===== config.mk =====
export PLATFORM = sky130hd
export DESIGN_NAME = ov7670_config_seq_flat
export DESIGN_NICKNAME = d
export VERILOG_FILES = /design/src/rtl/ov7670_config_seq_if.sv /design/src/rtl/ov7670_config_seq.sv /design/src/flat_wrapper.sv
export SDC_FILE = /design/constraint.sdc
export NUM_CORES = 1
export LEC_CHECK = 0
export CAP_MARGIN = 20
export CORE_MARGIN = 8
export CORE_UTILIZATION = 50
export DETAILED_ROUTE_END_ITERATION = 16
export GPL_TIMING_DRIVEN = 0
export PLACE_DENSITY_LB_ADDON = 0.15
export SLEW_MARGIN = 5
export SYNTH_ARGS = -nofsm -noshare
export SYNTH_HDL_FRONTEND = slang
export SYNTH_SLANG_ARGS = --single-unit
export TNS_END_PERCENT = 10

===== constraint.sdc =====
create_clock -name clk -period 2.7 [get_ports clk]
set_input_delay 0.27 -clock clk [delete_from_list [all_inputs] [get_ports clk]]
set_output_delay 0.27 -clock clk [all_outputs]
set_load 0.01 [all_outputs]

===== src/rtl/ov7670_config_seq_if.sv =====
// Bundles the configuration ROM port and the SCCB transmitter handshake
// that the OV7670 configuration sequencer drives.
interface ov7670_config_seq_if;
    logic [7:0]  rom_addr;
    logic [15:0] rom_dout;
    logic        sccb_ready;
    logic        sccb_start;
    logic [7:0]  sccb_reg;
    logic [7:0]  sccb_data;

    modport master (
        output rom_addr,
        input  rom_dout,
        input  sccb_ready,
        output sccb_start,
        output sccb_reg,
        output sccb_data
    );

    modport slave (
        input  rom_addr,
        output rom_dout,
        output sccb_ready,
        input  sccb_start,
        input  sccb_reg,
        input  sccb_data
    );
endinterface


===== src/rtl/ov7670_config_seq.sv =====
// Walks a register/value ROM and issues one SCCB write per entry, honouring
// end-of-table (FFFF) and delay (FFF0) markers.
module ov7670_config_seq #(
    parameter int DELAY_CYCLES = 1_000_000,
    parameter int ROM_LAT      = 1
) (
    input  logic                       clk,
    input  logic                       rst,
    input  logic                       start,
    ov7670_config_seq_if.master        bus,
    output logic                       busy,
    output logic                       done,
    output logic [7:0]                 wr_count
);
    localparam int DW = (DELAY_CYCLES > 1) ? $clog2(DELAY_CYCLES) : 1;
    localparam int FW = (ROM_LAT > 0) ? $clog2(ROM_LAT + 1) : 1;

    typedef enum logic [2:0] {
        IDLE, FETCH, DECODE, SEND, WAIT_TX, DELAY, DONE
    } state_t;

    state_t        state_q, state_d;
    logic [7:0]    addr_q, addr_d;
    logic [7:0]    count_q, count_d;
    logic [7:0]    reg_q, reg_d;
    logic [7:0]    data_q, data_d;
    logic [15:0]   entry_q, entry_d;
    logic [DW-1:0] delay_q, delay_d;
    logic [FW-1:0] fetch_q, fetch_d;
    logic          tx_first_q, tx_first_d;
    logic          rearm_q, rearm_d;
    logic          advance;

    always_ff @(posedge clk) begin
        if (!rst) begin
            state_q    <= IDLE;
            addr_q     <= '0;
            count_q    <= '0;
            reg_q      <= '0;
            data_q     <= '0;
            entry_q    <= '0;
            delay_q    <= '0;
            fetch_q    <= '0;
            tx_first_q <= 1'b0;
            rearm_q    <= 1'b0;
        end else begin
            state_q    <= state_d;
            addr_q     <= addr_d;
            count_q    <= count_d;
            reg_q      <= reg_d;
            data_q     <= data_d;
            entry_q    <= entry_d;
            delay_q    <= delay_d;
            fetch_q    <= fetch_d;
            tx_first_q <= tx_first_d;
            rearm_q    <= rearm_d;
        end
    end

    always_comb begin
        state_d        = state_q;
        addr_d         = addr_q;
        count_d        = count_q;
        reg_d          = reg_q;
        data_d         = data_q;
        entry_d        = entry_q;
        delay_d        = delay_q;
        fetch_d        = fetch_q;
        tx_first_d     = tx_first_q;
        rearm_d        = rearm_q;
        advance        = 1'b0;
        bus.sccb_start = 1'b0;

        case (state_q)
            IDLE: begin
                if (start) begin
                    state_d = FETCH;
                    addr_d  = '0;
                    count_d = '0;
                    fetch_d = '0;
                end
            end
            FETCH: begin
                if (fetch_q == FW'(ROM_LAT)) begin
                    entry_d = bus.rom_dout;
                    fetch_d = '0;
                    state_d = DECODE;
                end else begin
                    fetch_d = fetch_q + FW'(1);
                end
            end
            DECODE: begin
                if (entry_q == 16'hFFFF) begin
                    rearm_d = 1'b0;
                    state_d = DONE;
                end else if (entry_q == 16'hFFF0) begin
                    delay_d = DW'(DELAY_CYCLES - 1);
                    state_d = DELAY;
                end else begin
                    reg_d   = entry_q[15:8];
                    data_d  = entry_q[7:0];
                    state_d = SEND;
                end
            end
            SEND: begin
                if (bus.sccb_ready) begin
                    bus.sccb_start = 1'b1;
                    count_d        = count_q + 8'd1;
                    tx_first_d     = 1'b1;
                    state_d        = WAIT_TX;
                end
            end
            // The transmitter may still show ready in the cycle right after
            // the request, so that first cycle is not trusted.
            WAIT_TX: begin
                if (tx_first_q) begin
                    tx_first_d = 1'b0;
                end else if (bus.sccb_ready) begin
                    advance = 1'b1;
                end
            end
            DELAY: begin
                if (delay_q == '0) begin
                    advance = 1'b1;
                end else begin
                    delay_d = delay_q - DW'(1);
                end
            end
            DONE: begin
                if (start && rearm_q) begin
                    state_d = FETCH;
                    addr_d  = '0;
                    count_d = '0;
                    fetch_d = '0;
                end else if (!start) begin
                    rearm_d = 1'b1;
                end
            end
            default: state_d = IDLE;
        endcase

        // Last ROM slot without an end marker finishes the run instead of wrapping.
        if (advance) begin
            if (addr_q == 8'hFF) begin
                rearm_d = 1'b0;
                state_d = DONE;
            end else begin
                addr_d  = addr_q + 8'd1;
                fetch_d = '0;
                state_d = FETCH;
            end
        end
    end

    assign bus.rom_addr  = addr_q;
    assign bus.sccb_reg  = reg_q;
    assign bus.sccb_data = data_q;
    assign wr_count      = count_q;
    assign busy          = (state_q != IDLE) && (state_q != DONE);
    assign done          = (state_q == DONE);
endmodule


===== src/flat_wrapper.sv =====
// flat-port wrapper written by rule: the top's interface ports become plain ports
module ov7670_config_seq_flat 
#(
    parameter int DELAY_CYCLES = 1_000_000,
    parameter int ROM_LAT      = 1
)
  (clk, rst, start, busy, done, wr_count, bus_rom_addr, bus_rom_dout, bus_sccb_ready, bus_sccb_start, bus_sccb_reg, bus_sccb_data);
  ov7670_config_seq_if bus_i ();
  input  logic clk;
  input  logic rst;
  input  logic start;
  output logic busy;
  output logic done;
  output logic [7:0] wr_count;
  output wire logic [$bits(bus_i.rom_addr)-1:0] bus_rom_addr;
  input wire logic [$bits(bus_i.rom_dout)-1:0] bus_rom_dout;
  input wire logic [$bits(bus_i.sccb_ready)-1:0] bus_sccb_ready;
  output wire logic [$bits(bus_i.sccb_start)-1:0] bus_sccb_start;
  output wire logic [$bits(bus_i.sccb_reg)-1:0] bus_sccb_reg;
  output wire logic [$bits(bus_i.sccb_data)-1:0] bus_sccb_data;
  assign bus_rom_addr = bus_i.rom_addr;
  assign bus_i.rom_dout = bus_rom_dout;
  assign bus_i.sccb_ready = bus_sccb_ready;
  assign bus_sccb_start = bus_i.sccb_start;
  assign bus_sccb_reg = bus_i.sccb_reg;
  assign bus_sccb_data = bus_i.sccb_data;
  ov7670_config_seq #(.DELAY_CYCLES(DELAY_CYCLES), .ROM_LAT(ROM_LAT)) u_core (.clk(clk), .rst(rst), .start(start), .bus(bus_i), .busy(busy), .done(done), .wr_count(wr_count));
endmodule

==> results of run 1 <==
[critical path, delay by kind of cell, from the launching register on]
family	cells	cell delay (ns)
and+or+nand+nor	5	1.32
buffers and inverters	2	0.43
DFF	1	0.36
AOI/OAI and AO/OA	1	0.29
[final timing paths]
check                         start           endpoint  slack [ns]  cells past startpoint
hold / removal      bus_rom_dout[3]  u_core.entry_q[3]        0.46                      3
setup / recovery  u_core.delay_q[4]  u_core.state_q[2]        0.19                      8
hold reg to reg   u_core.entry_q[6]  u_core.entry_q[6]        0.48                      2
setup reg to reg  u_core.delay_q[4]  u_core.state_q[2]        0.19                      8
[synth_stat cells (all sizes together), types with 2 or more instances]
cell type	number
a211oi	3
a21oi	31
a311oi	6
a31oi	5
and3	6
buf	4
clkbuf	14
dfxtp	74
ha	3
inv	7
mux2i	17
nand2	58
nand2b	3
nand3	11
nand3b	2
nand4	12
nand4b	2
nor2	51
nor2b	4
nor3	13
nor4	8
o211ai	2
o21a	2
o21ai	11
or3	11
or4	5
xnor2	12
xor2	10
[metrics by stage]
step	instance area, sq um	cells
CTS	4284	552
floorplan	3401	402
global route	4297	552
detailed placement	4041	536
global placement	4041	536
finish	4297	552
[routing by layer]
layer / vias up / global-route usage / wire length (um)
li1: 1556 / - / -
met1: 1452 / 0.2067 / 3741
met2: 68 / 0.3004 / 4135
met3: 11 / 0.03876 / 355
met4: 0 / 0.07674 / 121
met5: - / 0 / 0
[logic make-up after synthesis]
logic type | after synthesis | share of synthesized area
AND/OR/NAND/NOR | 193 | 0.2859
flip-flops | 74 | 0.4356
AO/OA/AOI/OAI | 68 | 0.1291
buffers and inverters | 25 | 0.03164
XOR/XNOR | 22 | 0.05666
multiplexers | 17 | 0.05004
adder cells (fa/ha/maj) | 3 | 0.01104
[final cells by class]
cell class | count | area [sq um] | share of cell area
inverter | 7 | 26.28 | 0.006115
timing repair buffer | 54 | 540.5 | 0.1258
buffer | 18 | 81.33 | 0.01893
tap | 80 | 100.1 | 0.02330
clock buffer | 10 | 127.6 | 0.02970
sequential | 74 | 1481 | 0.3448
clock inverter | 6 | 115.1 | 0.02679
multi-input combinational | 303 | 1824 | 0.4246
[power by group through the flow]
stage / Combinational [mW] / Clock (mW) / Sequential [mW]
2_1_floorplan: 0.526 / 0 / 1.24
3_3_place_gp: 0.713 / 0 / 1.25
3_5_place_dp: 0.728 / 0 / 1.25
4_1_cts: 0.732 / 1.06 / 1.22
5_1_grt: 0.819 / 1.11 / 1.23
6_report: 0.739 / 1.04 / 1.22
[layout by cell type, fill, tap and decap left out, types with 2 or more instances in the layout]
master / n
clkinv_4: 2
o21a_1: 2
or4_4: 2
or4_1: 3
o211ai_1: 2
ha_1: 3
nand3b_1: 2
a31oi_1: 5
a21oi_1: 29
clkbuf_8: 9
nand3_1: 11
a311oi_1: 6
a211oi_1: 3
or3_1: 11
nor2b_1: 4
xnor2_1: 12
nor3_1: 12
nor4_1: 8
nand4b_1: 2
mux2i_1: 17
xor2_1: 10
nand2b_1: 2
a21oi_2: 2
nor2_1: 50
inv_1: 6
o21ai_0: 10
buf_2: 2
nand4_1: 12
dfxtp_1: 74
and3_1: 6
bufinv_16: 3
nand2_1: 58
clkdlybuf4s50_1: 54
clkbuf_1: 15
==> summary.md, run 1 <==
| Metric | Value |
|---|---|
| Cts bufs inserted | `9` |
| Ratio of cells with drive above 1 in the final layout | `0.06780` |
| Number of fill cells in the layout | `573` |
| Boundary pin count | `55` |
| Syn Area/Cell | `8.460 sq um` |
| Post-layout nets | `490` |
| Top Registers | `u_core.delay_q (20), u_core.entry_q (16)` |
| HPWL Detailed | `6.022 mm` |
| Period minus WS final | `2.509 ns` |
| Die Ht | `98.47 um` |
| Residual DRC count | `0` |
| CTS tree | `done` |
| Part of the cycle the worst path needs | `0.9292` |
| Sequential area share after synthesis | `0.4356` |
| Biggest register | `u_core.delay_q` |
| Router iterations before antenna repair | `4` |
| Clock sinks | `74` |
| DP Worst Slack | `0.05851 ns` |
| Synth Instances | `402` |
| CTS resizes | `0` |
| Die Width | `98.47 um` |
| Area of the die | `0.009696 sq mm` |
| Clk slew on worst S/H paths | `0.08 ns` |
| Synth Register Bits | `74` |
| Syn_nets | `425` |
| Post-Route WL | `8.354 mm` |
| Post-CTS Setup Bufs | `0` |
| Initial Utilization | `0.5090` |
| Max VDD drop | `0.0004389 V` |
| Netlist cell types | `51` |
| Deepest clock path buffer count | `2` |
| CTS root buf | `clkbuf_8` |
| Max FO, Critical Path | `10` |
| Core ar. | `0.006681 sq mm` |
| Final worst slack | `0.1911 ns` |
| Max Cap Viol | `0` |
| Slowest stage delay, CP | `0.57 ns` |
| CTS hold repair buffers | `0` |
| Hold violation count in the final report | `0` |
| Fin Setup TNS | `0 ns` |
| Largest net degree at the start of global routing | `14` |
| Area Growth Syn to Fin | `26.34%` |
| CP cell instances | `or4_4, nand2b_4, buf_6, nor3_4, buf_4, nor2_1, a221oi_1, nor2_1` |
| Combinational Power Share | `0.246` |
| Status | `completed` |
| Initial antenna violation count | `0` |
| Final Util | `0.6431` |
| Placer Congestion | `0.8415` |
| Leakage Power | `1.534 nW` |
| Number of synthesized flops with an enable pin | `0` |
| Worst-Margin Slew | `0.5776 ns` |
| Slowest-stage cell, CP | `or4_4` |
| Clk Latency, worst-skew pair | `0.35 ns` |
| IO Port Bufs | `54` |
| Yosys warning count | `0` |
| Area of the mapped netlist | `0.003401 sq mm` |
| Synth area leaders | `dfxtp_1, nand2_1, nor2_1, mux2i_1, a21oi_1` |
| Cell taking the most area after synthesis | `dfxtp_1` |
| RSZ-0062 raised after global routing | `no` |
| DR vias/cell | `5.592` |
| Ant. Diodes | `0` |
| Synth Flop Type | `dfxtp_1` |
| Worst Setup End Kind | `flip-flop` |
| Worst EP required | `2.93 ns` |
| Seq pwr share | `0.407` |
| Crit Path Class | `flip-flop to flip-flop` |
| Worst setup SP type | `flip-flop` |
| Number of global-route vias before repair | `3154` |
| GRT Overall Usage | `0.1759` |
| Int Pwr | `2.091 mW` |
| Share of power burned in the clock network | `0.347` |
| Max Slew Vio Count | `0` |
| Pwr/cell area | `700.1 mW/mm^2` |
| Hold WC Path Type | `input pin to flip-flop` |
| FFs w/ async S/R, synth | `0` |
| Skew final | `0.01296 ns` |
| Share of the synthesized area in the top cell type | `0.4356` |
| Final setup viols | `0` |
| Largest register FFs | `20` |
| Fmax | `398.6 MHz` |
| Worst hold margin | `0.4555 ns` |
| Vias after detailed routing | `3087` |
| Total Power | `3.008 mW` |
| Initial DRC Count | `120` |
| Total grt overflow | `0` |
| Post-DRT Antenna Nets | `0` |
| First-pass GRT wire length | `14.23 mm` |
| DR WL/cell | `15.13 um` |
| WP data arrival | `2.74 ns` |
| FP Rows | `30` |
| Htree depth | `3` |
| Net Sw Frac | `0.3048` |
| NetSw | `0.9168 mW` |
| CP dominant cell by count | `nor2_1` |
| Relative slew slack | `0.6150` |
No activity file was read; power rests on OpenSTA's default activity.
==> inputs of run 2 (changes only) <==
--- a/config.mk
+++ b/config.mk
@@ -10,7 +10,7 @@
 export CORE_UTILIZATION = 50
 export DETAILED_ROUTE_END_ITERATION = 16
 export GPL_TIMING_DRIVEN = 0
-export PLACE_DENSITY_LB_ADDON = 0.15
+export PLACE_DENSITY = 0.75
 export SLEW_MARGIN = 5
 export SYNTH_ARGS = -nofsm -noshare
 export SYNTH_HDL_FRONTEND = slang
==> run 2 against run 1 <==
Compared with the run above: core utilization fell by 0.26 points; final cell count stayed put; clock skew fell by 0.0011 ns; critical endpoint is now u_core.delay_q[14].
==> summary.md, run 2 (synthesis gave the netlist of run 1 again) <==
| Metric | Value |
|---|---|
| Status | `completed` |
| Residual DRC count | `0` |
| Max VDD drop | `0.0004598 V` |
| Placer Congestion | `0.8480` |
| Largest register FFs | `20` |
| Post-layout nets | `490` |
| Int Pwr | `2.020 mW` |
| FP Rows | `30` |
| Slowest-stage cell, CP | `or3b_2` |
| Clock sinks | `74` |
| Clk Latency, worst-skew pair | `0.35 ns` |
| Commonest non-fill, non-tap cell in the layout | `dfxtp_1` |
| HPWL Detailed | `5.873 mm` |
| Final instance area | `0.004279 sq mm` |
| First-pass GRT wire length | `14.15 mm` |
| Initial antenna violation count | `0` |
| Fmax | `398.2 MHz` |
| Number of fill cells in the layout | `591` |
| Largest net degree at the start of global routing | `14` |
| CP cell instances | `clkbuf_1, or3b_2, nor2_1, a21oi_1, clkbuf_1, nor2_1, a21oi_1, a311oi_1` |
| Register area | `0.001481 sq mm` |
| Max FO, Critical Path | `10` |
| Max Cap Viol | `0` |
| Core ar. | `0.006681 sq mm` |
| CTS resizes | `0` |
| Total grt overflow | `0` |
| Skew final | `0.01185 ns` |
| Worst Setup End Kind | `flip-flop` |
| Max Slew Vio Count | `0` |
| Cells after DPL | `536` |
| Crit Path Class | `flip-flop to flip-flop` |
| RSZ-0062 raised after global routing | `yes` |
| Final Util | `0.6404` |
| Initial Utilization | `0.5090` |
| Seq pwr share | `0.416` |
| Router iterations before antenna repair | `4` |
| NetSw | `0.9273 mW` |
| Ratio of cells with drive above 1 in the final layout | `0.06780` |
| Combinational Power Share | `0.252` |
| DR WL/cell | `15.18 um` |
| Area occupied by multi-input gates | `0.001822 sq mm` |
| CTS tree | `done` |
| Post-CTS Setup Bufs | `0` |
| Hold violation count in the final report | `0` |
| Hold WC Path Type | `input pin to flip-flop` |
| Crit path buffers/inverters | `2` |
| CTS root buf | `clkbuf_8` |
| Pwr/cell area | `688.9 mW/mm^2` |
| Htree depth | `3` |
| Clk slew on worst S/H paths | `0.08 ns` |
| GRT Overall Usage | `0.1746` |
| Net Sw Frac | `0.3146` |
| Cts bufs inserted | `9` |
| Share of power burned in the clock network | `0.332` |
| Boundary pin count | `55` |
| CTS hold repair buffers | `0` |
| Vias after detailed routing | `3094` |
| Initial DRC Count | `174` |
| Post-Route WL | `8.378 mm` |
| Post-DRT Antenna Nets | `0` |
| Biggest register | `u_core.delay_q` |
| Final setup viols | `0` |
| Worst-Margin Slew | `0.5692 ns` |
| Met1 Usage GRT | `0.2119` |
| IO Port Bufs | `54` |
| Deepest clock path buffer count | `2` |
| Period minus WS final | `2.511 ns` |
| Leakage Power | `1.531 nW` |
| M2 GR Usage | `0.2852` |
| GRT busiest layer | `met2` |
| Area of the die | `0.009696 sq mm` |
| Die Ht | `98.47 um` |
| WP data arrival | `2.76 ns` |
| Area after DPL | `0.004041 sq mm` |
| DR vias/cell | `5.605` |
| Most frequent cells in the layout | `dfxtp_1, nand2_1, clkdlybuf4s50_1, nor2_1, a21oi_1` |
| Part of the cycle the worst path needs | `0.9302` |
| Number of global-route vias before repair | `3025` |
| Worst EP required | `2.95 ns` |
| Slowest stage delay, CP | `0.53 ns` |
| Top Registers | `u_core.delay_q (20), u_core.entry_q (16)` |
| Ant. Diodes | `0` |
| GRT met3 Usage | `0.05708` |
| Die Width | `98.47 um` |
| Relative slew slack | `0.6205` |
| CP delay by family, top | `simple AND/OR/NAND/NOR gates` |
| Final std cells w/o fill | `552` |
| Worst setup SP type | `flip-flop` |
| Area Growth Syn to Fin | `25.83%` |
run 2: changes by cell type in the layout (fill, tap and decap cells not counted):
cell,before,now
clkbuf_8,9,10
clkbuf_1,15,14
nor2_1,50,51
bufinv_16,3,2
clkinv_2,0,1
nor2_2,1,0
run 2: through the flow:
step	hold WS [ns]	worst slack (ns)	TNS, ns	total power [mW]
2_1_floorplan	0.4060	0.4646	0	1.762
3_3_place_gp	0.4609	0.1579	0	1.959
3_5_place_dp	0.4668	0.06480	0	1.977
4_1_cts	0.4567	0.07393	0	2.944
5_1_grt	0.4584	-0.01121	-0.01121	3.089
6_report	0.4619	0.1886	0	2.948
run 2: layout make-up:
| cell class | count | share of cell area |
|---|---|---|
| clock buffers | 10 | 0.03216 |
| well taps | 80 | 0.02339 |
| inverters | 7 | 0.006140 |
| flip-flops and latches | 74 | 0.3462 |
| repair buffers | 54 | 0.1263 |
| clock inverters | 6 | 0.02105 |
| plain buffers | 18 | 0.01901 |
| multi-input cells | 303 | 0.4257 |
run 2: final timing paths:
kind | startpoint | endpoint | slack [ns] | cells after the start
max | u_core.state_q[2] | u_core.delay_q[14] | 0.19 | 8
min | bus_rom_dout[14] | u_core.entry_q[14] | 0.46 | 3
max reg2reg | u_core.state_q[2] | u_core.delay_q[14] | 0.19 | 8
min reg2reg | u_core.entry_q[6] | u_core.entry_q[6] | 0.48 | 2
run 2: layer usage:
layer / vias up / wire [um]
met5: - / 0
met4: 0 / 102
met3: 10 / 418
met2: 61 / 3985
met1: 1465 / 3872
li1: 1558 / -
run 2: power by group through the flow:
stage	combinational [mW]	clock (mW)	sequential (mW)
6_report	0.743	0.979	1.23
5_1_grt	0.817	1.04	1.24
4_1_cts	0.733	0.987	1.22
3_5_place_dp	0.727	0	1.25
3_3_place_gp	0.712	0	1.25
2_1_floorplan	0.526	0	1.24
run 2: worst register-to-register path, stage by stage (launching register included):
cell and delay, ns:
dfxtp_1 0.33, clkbuf_1 0.20, or3b_2 0.53, nor2_1 0.16, a21oi_1 0.15, clkbuf_1 0.28
nor2_1 0.36, a21oi_1 0.11, a311oi_1 0.29
==> inputs of run 3 (changes only) <==
--- a/config.mk
+++ b/config.mk
@@ -11,6 +11,7 @@
 export DETAILED_ROUTE_END_ITERATION = 16
 export GPL_TIMING_DRIVEN = 0
 export PLACE_DENSITY = 0.75
+export SKIP_LAST_GASP = 1
 export SLEW_MARGIN = 5
 export SYNTH_ARGS = -nofsm -noshare
 export SYNTH_HDL_FRONTEND = slang
==> run 3 against run 2 <==
Compared with the run above: maximum frequency is 1.7% lower; core utilization is 0.056 points lower; clock skew is 0.00073 ns lower; global-route usage stayed put; via count is 0.23% lower; clock-buffer cell count stayed put; routed wire length is 0.69% lower; non-clock buffer count stayed put; critical path type unchanged; highest routed layer unchanged.
==> summary.md, run 3 (synthesis gave the netlist of run 1 again) <==
| Metric | Value |
|---|---|
| Status | `completed` |
| Final worst slack | `0.1449 ns` |
| Area after DPL | `0.004041 sq mm` |
| Max FO, Critical Path | `10` |
| Initial Utilization | `0.5090` |
| Top Registers | `u_core.delay_q (20), u_core.entry_q (16)` |
| Period minus WS final | `2.555 ns` |
| Vias after detailed routing | `3087` |
| RSZ-0062 raised after global routing | `yes` |
| Core ar. | `0.006681 sq mm` |
| Deepest clock path buffer count | `2` |
| Total Power | `2.940 mW` |
| GRT Overall Usage | `0.1746` |
| DP Worst Slack | `0.06480 ns` |
| Initial antenna violation count | `0` |
| Pwr/cell area | `687.6 mW/mm^2` |
| Biggest register | `u_core.delay_q` |
| Ratio of cells with drive above 1 in the final layout | `0.06568` |
| Final Util | `0.6399` |
| Critical path origin | `u_core.state_q[2]` |
| Worst Setup End Kind | `flip-flop` |
| Largest register FFs | `20` |
| First-pass GRT wire length | `14.15 mm` |
| Final std cells w/o fill | `552` |
| Cts bufs inserted | `9` |
| Max VDD drop | `0.0004580 V` |
| Max Slew Vio Count | `0` |
| Part of the cycle the worst path needs | `0.9463` |
| Clk slew on worst S/H paths | `0.08 ns` |
| IO Port Bufs | `54` |
| Area of the die | `0.009696 sq mm` |
| Fin Setup TNS | `0 ns` |
| Post-Route WL | `8.320 mm` |
| Fmax | `391.4 MHz` |
| Skew final | `0.01112 ns` |
| Cells after DPL | `536` |
| Largest net degree at the start of global routing | `14` |
| End point of the critical path | `u_core.bus.sccb_reg[2]` |
| Worst-Margin Slew | `0.8227 ns` |
| Placer Congestion | `0.8480` |
| Post-layout nets | `490` |
| DR WL/cell | `15.07 um` |
| FF-to-FF Start | `u_core.state_q[2]` |
| Number of fill cells in the layout | `593` |
| Final instance area | `0.004275 sq mm` |
| Hold WC Path Type | `input pin to flip-flop` |
| Clk Latency, worst-skew pair | `0.35 ns` |
| Critical R2R Capture | `u_core.bus.sccb_reg[2]` |
| Area Growth Syn to Fin | `25.72%` |
| Flop2flop setup slack | `0.14 ns` |
| Hold_sp | `bus_rom_dout[14]` |
| CTS root buf | `clkbuf_8` |
| Worst r2r path cells | `6` |
| Relative slew slack | `0.4515` |
| Final setup viols | `0` |
| Clock sinks | `74` |
| Crit Path Class | `flip-flop to flip-flop` |
| DR vias/cell | `5.592` |
| Hold violation count in the final report | `0` |
| WP data arrival | `2.78 ns` |
| Commonest non-fill, non-tap cell in the layout | `dfxtp_1` |
| Number of global-route vias before repair | `3025` |
| FP Rows | `30` |
| Ant. Diodes | `0` |
| Worst setup SP type | `flip-flop` |
| Initial DRC Count | `160` |
| Post-DRT Antenna Nets | `0` |
| Worst EP required | `2.93 ns` |
| Htree depth | `3` |
| Boundary pin count | `55` |
| Die Width | `98.47 um` |
| CTS tree | `done` |
| Residual DRC count | `0` |
| Most frequent cells in the layout | `dfxtp_1, nand2_1, clkdlybuf4s50_1, nor2_1, a21oi_1` |
| Leakage Power | `1.531 nW` |
| Router iterations before antenna repair | `4` |
| HPWL Detailed | `5.873 mm` |
| Worst hold margin | `0.4671 ns` |
| Die Ht | `98.47 um` |
| Max Cap Viol | `0` |
| Total grt overflow | `0` |
==> run 3: cell counts in the layout (fill, tap and decap cells not counted) <==
Identical to the previous run, type by type.
==> run 3: how the worst min path moves through the flow <==
| stage | endpoint | cells past startpoint |
|---|---|---|
| after global routing | u_core.entry_q[5] | 3 |
| after floorplan | u_core.entry_q[10] | 2 |
| after detailed placement | u_core.entry_q[13] | 2 |
| after global placement | u_core.entry_q[15] | 2 |
| final | u_core.entry_q[14] | 3 |
| after CTS | u_core.entry_q[8] | 3 |
==> run 3: cell type report <==
cell class / instances / area, sq um / area share
flip-flops and latches: 74 / 1481 / 0.3465
clock buffers: 10 / 137.6 / 0.03219
well taps: 80 / 100.1 / 0.02341
inverters: 7 / 26.28 / 0.006146
multi-input cells: 303 / 1818 / 0.4252
plain buffers: 18 / 81.33 / 0.01902
repair buffers: 54 / 540.5 / 0.1264
clock inverters: 6 / 90.09 / 0.02107
==> run 3: timing repair <==
action,CTS,global route
hold buffers,0,0
endpoints found under the setup margin,0,21
gates resized for setup,0,1
buffers inserted,0,0
endpoints found under the hold margin,0,0
==> run 3: report_power, final <==
group,switching [mW],total (mW),leakage (nW),internal [mW]
clock,0.427,0.974,0.112,0.547
combinational,0.424,0.739,0.821,0.315
sequential,0.0686,1.23,0.597,1.16
==> run 3: routing by layer <==
layer  routed length (um)  share of wire  vias up  track usage
met5                    0              0        -            0
met4                  133          0.016        0      0.05549
met3                  385          0.046       13      0.05708
met2                 3961           0.48       59       0.2852
met1                 3840           0.46     1455       0.2119
li1                     -              -     1560            -
==> run 3: critical path, cell delays in order (launching register included) <==
cell and delay [ns]:
dfxtp_1 0.32, clkbuf_1 0.20, or3b_2 0.52, a21oi_1 0.65, buf_2 0.44, mux2i_1 0.24, nor2_1 0.05
